`config.mk`:
```
export PLATFORM = sky130hd
export DESIGN_NAME = div_unit_flat
export DESIGN_NICKNAME = d
export VERILOG_FILES = /design/src/rtl/div_unit_pkg.sv /design/src/rtl/div_unit_if.sv /design/src/rtl/div_unit_step.sv /design/src/rtl/div_unit.sv /design/src/flat_wrapper.sv
export SDC_FILE = /design/constraint.sdc
export NUM_CORES = 1
export LEC_CHECK = 0
export CAP_MARGIN = 20
export CORE_MARGIN = 4
export CORE_UTILIZATION = 49
export CTS_CLUSTER_DIAMETER = 60
export CTS_CLUSTER_SIZE = 12
export DETAILED_ROUTE_END_ITERATION = 8
export GPL_ROUTABILITY_DRIVEN = 0
export PLACE_DENSITY_LB_ADDON = 0.1
export SLEW_MARGIN = 20
export SYNTH_ARGS = -nofsm -noshare
export SYNTH_HDL_FRONTEND = slang
export SYNTH_SLANG_ARGS = --single-unit
export TNS_END_PERCENT = 10
```
`constraint.sdc`:
```
create_clock -name clk -period 2.7 [get_ports clk]
set_clock_uncertainty 0.1 [all_clocks]
set_input_delay 0.54 -clock clk [delete_from_list [all_inputs] [get_ports clk]]
set_output_delay 0.54 -clock clk [all_outputs]
set_load 0.01 [all_outputs]
```
`src/rtl/div_unit_pkg.sv`:
```
// ============================================================================
// div_unit_pkg : shared divider state codes and handshake constants
// rev 1.0
// ============================================================================
`default_nettype none

package div_unit_pkg;

    localparam int DIV_WIDTH = 32;

    // Encodings are shared with the execute stage.
    typedef enum logic [1:0] {
        DIV_FREE   = 2'b00,
        DIV_BYZERO = 2'b01,
        DIV_ON     = 2'b10,
        DIV_END    = 2'b11
    } div_state_e;

    localparam logic DIV_RESULT_READY     = 1'b1;
    localparam logic DIV_RESULT_NOT_READY = 1'b0;
    localparam logic DIV_START            = 1'b1;
    localparam logic DIV_STOP             = 1'b0;

endpackage

`default_nettype wire

```
`src/rtl/div_unit_if.sv`:
```
// ============================================================================
// div_unit_if : execute-stage <-> divider request/result bundle
// rev 1.0
// ============================================================================
`default_nettype none

interface div_unit_if
    import div_unit_pkg::*;
#(
    parameter int WIDTH = DIV_WIDTH
);
    logic                 signed_div_i;
    logic [WIDTH-1:0]     opdata1_i;
    logic [WIDTH-1:0]     opdata2_i;
    logic                 start_i;
    logic                 annul_i;
    logic [2*WIDTH-1:0]   result_o;
    logic                 ready_o;

    modport master (
        output signed_div_i,
        output opdata1_i,
        output opdata2_i,
        output start_i,
        output annul_i,
        input  result_o,
        input  ready_o
    );

    modport slave (
        input  signed_div_i,
        input  opdata1_i,
        input  opdata2_i,
        input  start_i,
        input  annul_i,
        output result_o,
        output ready_o
    );
endinterface

`default_nettype wire

```
`src/rtl/div_unit_step.sv`:
```
// ============================================================================
// div_step : one combinational restoring-division iteration
// rev 1.0
// ============================================================================
`default_nettype none

module div_step #(
    parameter int WIDTH = 32
) (
    input  logic [2*WIDTH:0]   sr_in,
    input  logic [WIDTH-1:0]   divisor,
    output logic [2*WIDTH-1:0] sr_out,
    output logic               q_bit
);
    logic             fits;
    logic [WIDTH-1:0] diff;

    // The trial window is WIDTH+1 bits wide, so a partial remainder of up to
    // 2*divisor-1 is compared exactly; the surviving difference is < divisor
    // and therefore fits back into WIDTH bits.
    always_comb begin
        fits   = (sr_in[2*WIDTH:WIDTH] >= {1'b0, divisor});
        diff   = sr_in[2*WIDTH-1:WIDTH] - divisor;
        q_bit  = fits;
        sr_out = fits ? {diff, sr_in[WIDTH-1:0]} : sr_in[2*WIDTH-1:0];
    end

endmodule

`default_nettype wire

```
`src/rtl/div_unit.sv`:
```
// ============================================================================
// div_unit : multi-cycle radix-2 restoring divider for DIV/DIVU
// Optional feature macro: DIV_EARLY_OUT_EN | rev 1.0
// ============================================================================
`default_nettype none

module div_unit
    import div_unit_pkg::*;
#(
    parameter int WIDTH = DIV_WIDTH
) (
    input  logic      clk,
    input  logic      rst,
    div_unit_if.slave bus
);
    localparam int               CNT_W    = $clog2(WIDTH + 1);
    localparam logic [CNT_W-1:0] CNT_LAST = CNT_W'(WIDTH);
    localparam logic [CNT_W-1:0] CNT_ONE  = CNT_W'(1);

    div_state_e           state, state_nxt;
    logic [2*WIDTH:0]     sr, sr_nxt;
    logic [WIDTH-1:0]     divisor, divisor_nxt;
    logic [CNT_W-1:0]     cnt, cnt_nxt;
    logic                 neg_quot, neg_quot_nxt;
    logic                 neg_rem, neg_rem_nxt;
    logic [2*WIDTH-1:0]   res, res_nxt;
    logic [2*WIDTH-1:0]   result, result_nxt;
    logic                 ready, ready_nxt;

    logic [WIDTH-1:0]     mag1, mag2;
    logic [WIDTH-1:0]     quot, rem, quot_fix, rem_fix;
    logic [2*WIDTH-1:0]   step_hi;
    logic                 step_q;
    logic                 go;

    assign go   = (bus.start_i == DIV_START) && !bus.annul_i;
    assign mag1 = (bus.signed_div_i && bus.opdata1_i[WIDTH-1]) ? -bus.opdata1_i : bus.opdata1_i;
    assign mag2 = (bus.signed_div_i && bus.opdata2_i[WIDTH-1]) ? -bus.opdata2_i : bus.opdata2_i;

    div_step #(
        .WIDTH   (WIDTH)
    ) u_step (
        .sr_in   (sr),
        .divisor (divisor),
        .sr_out  (step_hi),
        .q_bit   (step_q)
    );

    // After WIDTH steps the quotient sits in the low half and the remainder
    // in the top WIDTH bits of the shift register.
    assign quot     = sr[WIDTH-1:0];
    assign rem      = sr[2*WIDTH:WIDTH+1];
    assign quot_fix = neg_quot ? -quot : quot;
    assign rem_fix  = neg_rem  ? -rem  : rem;

    always_ff @(posedge clk or negedge rst) begin
        if (!rst) begin
            state    <= DIV_FREE;
            sr       <= '0;
            divisor  <= '0;
            cnt      <= '0;
            neg_quot <= 1'b0;
            neg_rem  <= 1'b0;
            res      <= '0;
            result   <= '0;
            ready    <= DIV_RESULT_NOT_READY;
        end else begin
            state    <= state_nxt;
            sr       <= sr_nxt;
            divisor  <= divisor_nxt;
            cnt      <= cnt_nxt;
            neg_quot <= neg_quot_nxt;
            neg_rem  <= neg_rem_nxt;
            res      <= res_nxt;
            result   <= result_nxt;
            ready    <= ready_nxt;
        end
    end

    always_comb begin
        state_nxt    = state;
        sr_nxt       = sr;
        divisor_nxt  = divisor;
        cnt_nxt      = cnt;
        neg_quot_nxt = neg_quot;
        neg_rem_nxt  = neg_rem;
        res_nxt      = res;
        result_nxt   = '0;
        ready_nxt    = DIV_RESULT_NOT_READY;

        case (state)
            DIV_FREE: begin
                if (go) begin
                    if (bus.opdata2_i == '0) begin
                        state_nxt = DIV_BYZERO;
                        res_nxt   = '0;
                    end
`ifdef DIV_EARLY_OUT_EN
                    // Early-out shares the one-cycle BYZERO hop so both short
                    // paths deliver ready_o with the same 2-edge latency.
                    else if (mag1 < mag2) begin
                        state_nxt = DIV_BYZERO;
                        res_nxt   = {bus.opdata1_i, {WIDTH{1'b0}}};
                    end
`endif
                    else begin
                        state_nxt    = DIV_ON;
                        sr_nxt       = {{WIDTH{1'b0}}, mag1, 1'b0};
                        divisor_nxt  = mag2;
                        cnt_nxt      = '0;
                        neg_quot_nxt = bus.signed_div_i &&
                                       (bus.opdata1_i[WIDTH-1] ^ bus.opdata2_i[WIDTH-1]);
                        neg_rem_nxt  = bus.signed_div_i && bus.opdata1_i[WIDTH-1];
                    end
                end
            end

            DIV_BYZERO: begin
                state_nxt = bus.annul_i ? DIV_FREE : DIV_END;
            end

            DIV_ON: begin
                if (bus.annul_i) begin
                    state_nxt = DIV_FREE;
                end else if (cnt != CNT_LAST) begin
                    sr_nxt  = {step_hi, step_q};
                    cnt_nxt = cnt + CNT_ONE;
                end else begin
                    res_nxt   = {rem_fix, quot_fix};
                    cnt_nxt   = '0;
                    state_nxt = DIV_END;
                end
            end

            DIV_END: begin
                if (go) begin
                    ready_nxt  = DIV_RESULT_READY;
                    result_nxt = res;
                end else begin
                    state_nxt = DIV_FREE;
                end
            end

            default: begin
                state_nxt = DIV_FREE;
            end
        endcase
    end

    assign bus.result_o = result;
    assign bus.ready_o  = ready;

endmodule

`default_nettype wire

```
`src/flat_wrapper.sv`:
```
// flat-port wrapper written by rule: the top's interface ports become plain ports
module div_unit_flat import div_unit_pkg::*;
#(
    parameter int WIDTH = DIV_WIDTH
)
  (clk, rst, bus_signed_div_i, bus_opdata1_i, bus_opdata2_i, bus_start_i, bus_annul_i, bus_result_o, bus_ready_o);
  div_unit_if #(.WIDTH(WIDTH)) bus_i ();
  input  logic clk;
  input  logic rst;
  input wire logic [$bits(bus_i.signed_div_i)-1:0] bus_signed_div_i;
  input wire logic [$bits(bus_i.opdata1_i)-1:0] bus_opdata1_i;
  input wire logic [$bits(bus_i.opdata2_i)-1:0] bus_opdata2_i;
  input wire logic [$bits(bus_i.start_i)-1:0] bus_start_i;
  input wire logic [$bits(bus_i.annul_i)-1:0] bus_annul_i;
  output wire logic [$bits(bus_i.result_o)-1:0] bus_result_o;
  output wire logic [$bits(bus_i.ready_o)-1:0] bus_ready_o;
  assign bus_i.signed_div_i = bus_signed_div_i;
  assign bus_i.opdata1_i = bus_opdata1_i;
  assign bus_i.opdata2_i = bus_opdata2_i;
  assign bus_i.start_i = bus_start_i;
  assign bus_i.annul_i = bus_annul_i;
  assign bus_result_o = bus_i.result_o;
  assign bus_ready_o = bus_i.ready_o;
  div_unit #(.WIDTH(WIDTH)) u_core (.clk(clk), .rst(rst), .bus(bus_i));
endmodule
```
# Yosys cells after proc, flatten, opt, wreduce, memory -nomap -nowiden
# Index checks and enable logic that the tools add are counted.
op_classes:
  bitwise: 2
  addsub: 6
  magnitude_cmp: 1
  mux: 31
  n_eq_ne: 12
  reduce_logical: 13
op_table:
  columns: ["op", "n"]
  rows:
  - ["$mux 64", 7]
  - ["$mux 65", 4]
  - ["$pmux 65 s2", 1]
  - ["$mux 32", 4]
  - ["$neg 32->32", 4]
  - ["$pmux 64 s2", 1]
  - ["$ge 33x32->1", 1]
  - ["$logic_not 32->1", 1]
  - ["$sub 32x32->32", 1]
  - ["$mux 6", 4]
  - ["$mux 2", 6]
  - ["$pmux 6 s2", 1]
  - ["$reduce_and 5->1", 2]
  - ["$ne 2x2->1 const B", 4]
  - ["$pmux 2 s4", 1]
  - ["$add 6x1->6 const B", 1]
  - ["$ne 2x1->1 const B", 3]
  - ["$ne 6x6->1 const B", 1]
  - ["$reduce_and 3->1", 2]
  - ["$eq 2x2->1 const B", 2]
  - ["$logic_and 1x1->1", 4]
  - ["$reduce_and 4->1", 1]
  - ["$ne 3x3->1 const B", 1]
  - ["$eq 2x1->1 const B", 1]
  - ["other kinds (6)", 7]
totals:
  wordCells: 74
  register_bits: 236
  inputBits: 69
  output_inout_bits: 65

# Longest topological paths before layout
logic_depth:
  depth_word: 5
  mapped_depth: 13
  mapped_depth_nobuf: 13

# By module
# From an unflattened synthesis, not the netlist that was laid out.
unflattened:
  cells_unflattened: 1573
  area_unflattened_um2: 14114.8
by_module_without_submodules:
  columns: ["mod", "cells_each", "n_inst", "seq_area_each_um2", "area_per_inst_um2"]
  rows:
  - ["div_unit", 1179, 1, 5905.7, 11513.5]
  - ["div_step", 394, 1, 0.0, 2601.2]

# Worst setup path after synthesis
# OpenSTA, ideal clock, no wires.
synth_path:
  kind: "input -> register"
  startpoint: "input bus_opdata2_i[12]"
  endpoint: "register u_core.res[1]"
  required_ns: 2.461
  setup_time_ns: 0.139
  n_path_buf: 4
  stages: 13
  arrival_time_ns: 2.694
  slack_ns: -0.233
  cell_sequence: "or4_1 > buf_2 > nor3_4 > and4_4 > nand2_2 > inv_2 > a31oi_1 > or3_1 > buf_6 > buf_6 > buf_6 > nand2_1 > o31ai_2"
synth_via:
  elab_chain_len: 3
synth_rtl:
  columns: ["element", "line_no", "text"]
  rows:
  - ["from (decl)", "flat_wrapper.sv:12", "input wire logic [$bits(bus_i.opdata2_i)-1:0] bus_opdata2_i;"]
  - ["$logic_not 32->1", "div_unit.sv:94", "if (bus.opdata2_i == '0) begin"]
  - ["$ne 2x1->1 (no line)", null, null]
  - ["$reduce_and 5->1 (no line)", null, null]
  - ["to (signal assigned)", "div_unit.sv:74", "res <= res_nxt;"]
  - ["to (decl)", "div_unit.sv:26", "logic [2*WIDTH-1:0] res, res_nxt;"]
# Every way passes these cells.
# A chain may end at the register's enable or synchronous reset.

# Worst setup path after layout
layout_path:
  startpoint: "register u_core.divisor[0]"
  endpoint: "register u_core.sr[51]"
layout_via:
  elab_chain_len: 5
  word_cells_on_any_way: 6
  cone_classes: "add/sub: 1; order compare: 1; mux: 4"
layout_rtl:
  columns: ["element", "line_no", "text"]
  rows:
  - ["from (decl)", "div_unit.sv:22", "logic [WIDTH-1:0] divisor, divisor_nxt;"]
  - ["from (signal assigned)", "div_unit.sv:70", "divisor <= divisor_nxt;"]
  - ["$sub 32x32->32 / $ge 33x32->1 (equally long branches)", "div_unit_step.sv:23, div_unit_step.sv:22", null]
  - ["$mux 64 (*)", "div_unit_step.sv:25", "sr_out = fits ? {diff, sr_in[WIDTH-1:0]} : sr_in[2*WIDTH-1:0];"]
  - ["$mux 65 (*)", "div_unit.sv:125", "end else if (cnt != CNT_LAST) begin"]
  - ["$mux 65 (*)", "div_unit.sv:123", "if (bus.annul_i) begin"]
  - ["$pmux 65 s2 (*)", "div_unit.sv:91", "case (state)"]
  - ["to (signal assigned)", "div_unit.sv:69", "sr <= sr_nxt;"]
  - ["to (decl)", "div_unit.sv:21", "logic [2*WIDTH:0] sr, sr_nxt;"]
# Every way passes the cells marked *; elsewhere a longest branch is shown, timed or not. The select of a mux whose other input is x is not followed.

==> flow_metrics.py <==
metrics = {
    "die": {
        "rows": 60,
        "dieWidth_microns": 175,
        "floorplan.die_area_sq_um": 30500,
        "ios": 134,
        "core-area_sq_um": 27200,
        "die_h_microns": 175,
        "initial_core_util_pct": 50.1,
    },
    "global_routing": {
        "antenna_found_initial": 0,
        "grt_pass1_vias": 11417,
        "use_met2_pct": 33.6,
        "grt_max_degree": 76,
        "grt_pass1_wl_microns": 59500,
        "grt_util_met1_pct": 37.6,
        "grt_busiest_layer": "met1",
        "grtUsageTotal_pct": 23.3,
        "overflow": 0,
        "gr-usage-met3_pct": 3.55,
    },
    "timing": {
        "fin_setup_tns_ps": -2200,
        "setup_violations": 24,
        "layout_min_cycle_time_ps": 2910,
        "max_slew_margin_pct": 54.5,
        "tightest_slew_ps": 682,
        "max_freq_mhz": 344,
        "drv_slew": 0,
        "rsz0062_at_grt": "yes",
        "period_share_pct": 108,
        "hold_viol_final": 0,
        "setup_slack_ps": -210,
    },
    "pwr": {
        "p_int_uw": 11700,
        "power.density_nw_per_um2": 1090,
        "p_sw_share_pct": 42.2,
        "seqPwrFrac_pct": 26.3,
        "peakVddDrop_uv": 543,
        "p_clk_share_pct": 15.2,
        "p_comb_share_pct": 58.5,
        "power_switching_uw": 8530,
        "p_leak_uw": 0.00865,
    },
    "synthesis": {
        "syn_nets": 1639,
        "avgSynthCellArea_sq_um": 8.92,
        "synth_edf_count": 0,
        "netlist_area_sq_um": 13600,
        "synth-async-reset-ratio_pct": 100,
        "synth_ff_type": "dfrtp_1",
        "yosysWarnings": 0,
        "synth_cell_types": 70,
        "synth_seq_cells": 236,
        "yosysSeqAreaShare_pct": 43.3,
        "synth_cells": 1527,
    },
    "routing": {
        "drt_first_pass_iters": 5,
        "totalWireLength_microns": 36400,
        "drc": 0,
        "ant_nets": 0,
        "viasPerCell": 5.39,
        "vias": 12076,
        "drtIter0Drc": 896,
        "wire_per_inst_microns": 16.2,
    },
    "placed_design": {
        "dp.final_hpwl_microns": 27500,
        "dp_cells": 2196,
        "numPortBuffers": 133,
    },
    "flow_run": {
        "cap_viol_max_count": 0,
    },
    "clock_network": {
        "root_buffer": "clkbuf_16",
        "numCtsBuffers": 24,
        "cts_max_level": 1,
        "clkTransAtPathRegs_ps": 60,
        "cts.sinks": 236,
        "clk-insertion-delay-late_ps": 520,
        "cts_tree": "built",
        "cts_max_path_buffers": 3,
    },
    "worst_setup_path": {
        "crit_start": "u_core.divisor[0]",
        "path_max_fanout": 2,
        "crit_path_end": "u_core.sr[51]",
        "critPathKind": "reg2reg",
        "worstPathRequired_ps": 2990,
        "reg2reg_to": "u_core.sr[51]",
        "end_kind": "flip-flop",
        "startpoint_type": "flip-flop",
        "cp.arrival_ps": 3200,
        "rr_startpoint": "u_core.divisor[0]",
        "reg2reg_depth": 14,
        "r2r_slack_ps": -210,
    },
    "hold_path": {
        "hp-class": "in2reg",
    },
    "outcome": {
        "violations": "setup timing",
        "status": "finished with violations",
    },
    "layout": {
        "fin_nets": 1975,
        "final_common_cell": "buf_4",
        "synthToLayoutAreaGrowth_pct": 36.7,
        "final_cell_mix": "buf_4 (247), dfrtp_1 (236), nand2_1 (212)",
        "drive_gt1_share_pct": 23.4,
        "fillCellCount": 2210,
        "diodes": 0,
        "final_cells": 2239,
    },
}
[kinds of logic after synthesis]
group / synth area share, %
buffers and inverters: 5.01
adders and majority gates: 4.00
xor gates and xnor gates: 9.19
AOI/OAI and AO/OA: 19.3
DFF: 43.3
and+or+nand+nor: 18.3
muxes: 0.762
[repair_timing]
item,4_1_cts,5_1_grt
hold endpoints to repair,70,0
endpoints found under the setup margin,68,118
gates cloned,1,0
hold buffers,1,0
gates resized for setup,69,88
setup buffers,8,3
pin swaps,12,17
[worst max-delay path, cell delays in order (launching register included)]
cell and delay, ps:
dfrtp_1 420, ha_2 210, inv_2 40, fa_2 330
a21o_1 170, a221o_1 360, o311ai_2 240, buf_4 160
o211a_4 180, buf_6 110, o21ai_4 50, nand3_1 90
nand2_1 60, xnor2_1 200, o21ai_1 80
[state kept, by name, indices dropped and copies added (netlist names)]
register,cells
u_core.sr,65
u_core.bus.result_o,64
u_core.res,64
u_core.divisor,32
u_core.cnt,6
u_core.state,2
u_core.bus.ready_o,1
u_core.neg_quot,1
u_core.neg_rem,1
[worst min-delay path by stage]
stage / start / end / depth (start not counted)
after CTS: u_core.res[0] / u_core.res[0] / 2
after detailed placement: u_core.res[0] / u_core.res[0] / 2
after floorplan: rst / u_core.bus.ready_o / 0
final: bus_opdata2_i[19] / u_core.divisor[19] / 5
after global routing: bus_opdata2_i[15] / u_core.divisor[15] / 5
after global placement: u_core.res[0] / u_core.res[0] / 2
[area by class of cell]
type | instances | area [sq um] | share of cell area [%]
Multi-Input combinational cell | 1136 | 7710 | 41.4
Sequential cell | 236 | 5910 | 31.7
Timing Repair Buffer | 403 | 3610 | 19.4
Clock buffer | 27 | 653 | 3.51
Tap cell | 372 | 465 | 2.50
Inverter | 62 | 233 | 1.25
Clock inverter | 3 | 42.5 | 0.228
[through the flow]
step / power (uW) / cell area, sq um / util, % / setup WS, ps / hold slack (ps)
6_report: 20200 / 18600 / 68.5 / -210 / 366
3_3_place_gp: 15400 / 17100 / 63.0 / -707 / 356
5_1_grt: 21700 / 18600 / 68.5 / -306 / 379
2_1_floorplan: 11500 / 13700 / - / -157 / 144
4_1_cts: 19600 / 18300 / 67.2 / -269 / 375
3_5_place_dp: 15700 / 17100 / 63.0 / -759 / 361
[synthesized netlist by cell type (5+ instances only)]
master	count	share of area, %
or4_1	15	0.83
o21bai_1	6	0.33
o31ai_2	9	0.83
nand2b_1	10	0.46
a41oi_1	5	0.32
nand2_1	215	5.9
o21ai_1	19	0.70
a21oi_1	112	4.1
dfrtp_1	236	43
a31oi_1	11	0.51
xnor2_1	48	3.1
nor2_1	84	2.3
nand3_1	12	0.44
xor2_1	95	6.1
nand4_1	7	0.32
nor3_1	16	0.59
a32oi_1	7	0.45
or3_1	11	0.51
buf_2	11	0.40
o31ai_1	56	3.1
a22oi_1	8	0.44
and4_1	7	0.45
and2_1	8	0.37
and3_1	71	3.3
o21ai_0	149	5.5
clkbuf_1	66	1.8
ha_1	42	3.9
mux2i_1	7	0.51
a21o_1	15	0.83
o41ai_1	7	0.45
inv_1	60	1.7
nor4_1	16	0.73
buf_6	11	0.91
nor2b_1	9	0.41
a211oi_1	7	0.39
[metal layers]
layer / routed length (microns) / vias to the layer above
met2: 15100 / 378
met3: 2650 / 43
met5: 0 / -
met1: 18200 / 5616
li1: - / 6039
met4: 470 / 0
[power by group through the flow]
stage	clock, uW	combinational (uW)	sequential [uW]
final	3080	11800	5320
after global routing	3290	13000	5420
after CTS	3140	11200	5250
after detailed placement	0	10400	5290
after global placement	0	10100	5240
after floorplan	0	6340	5130
Power figures use the tool's default switching activity.
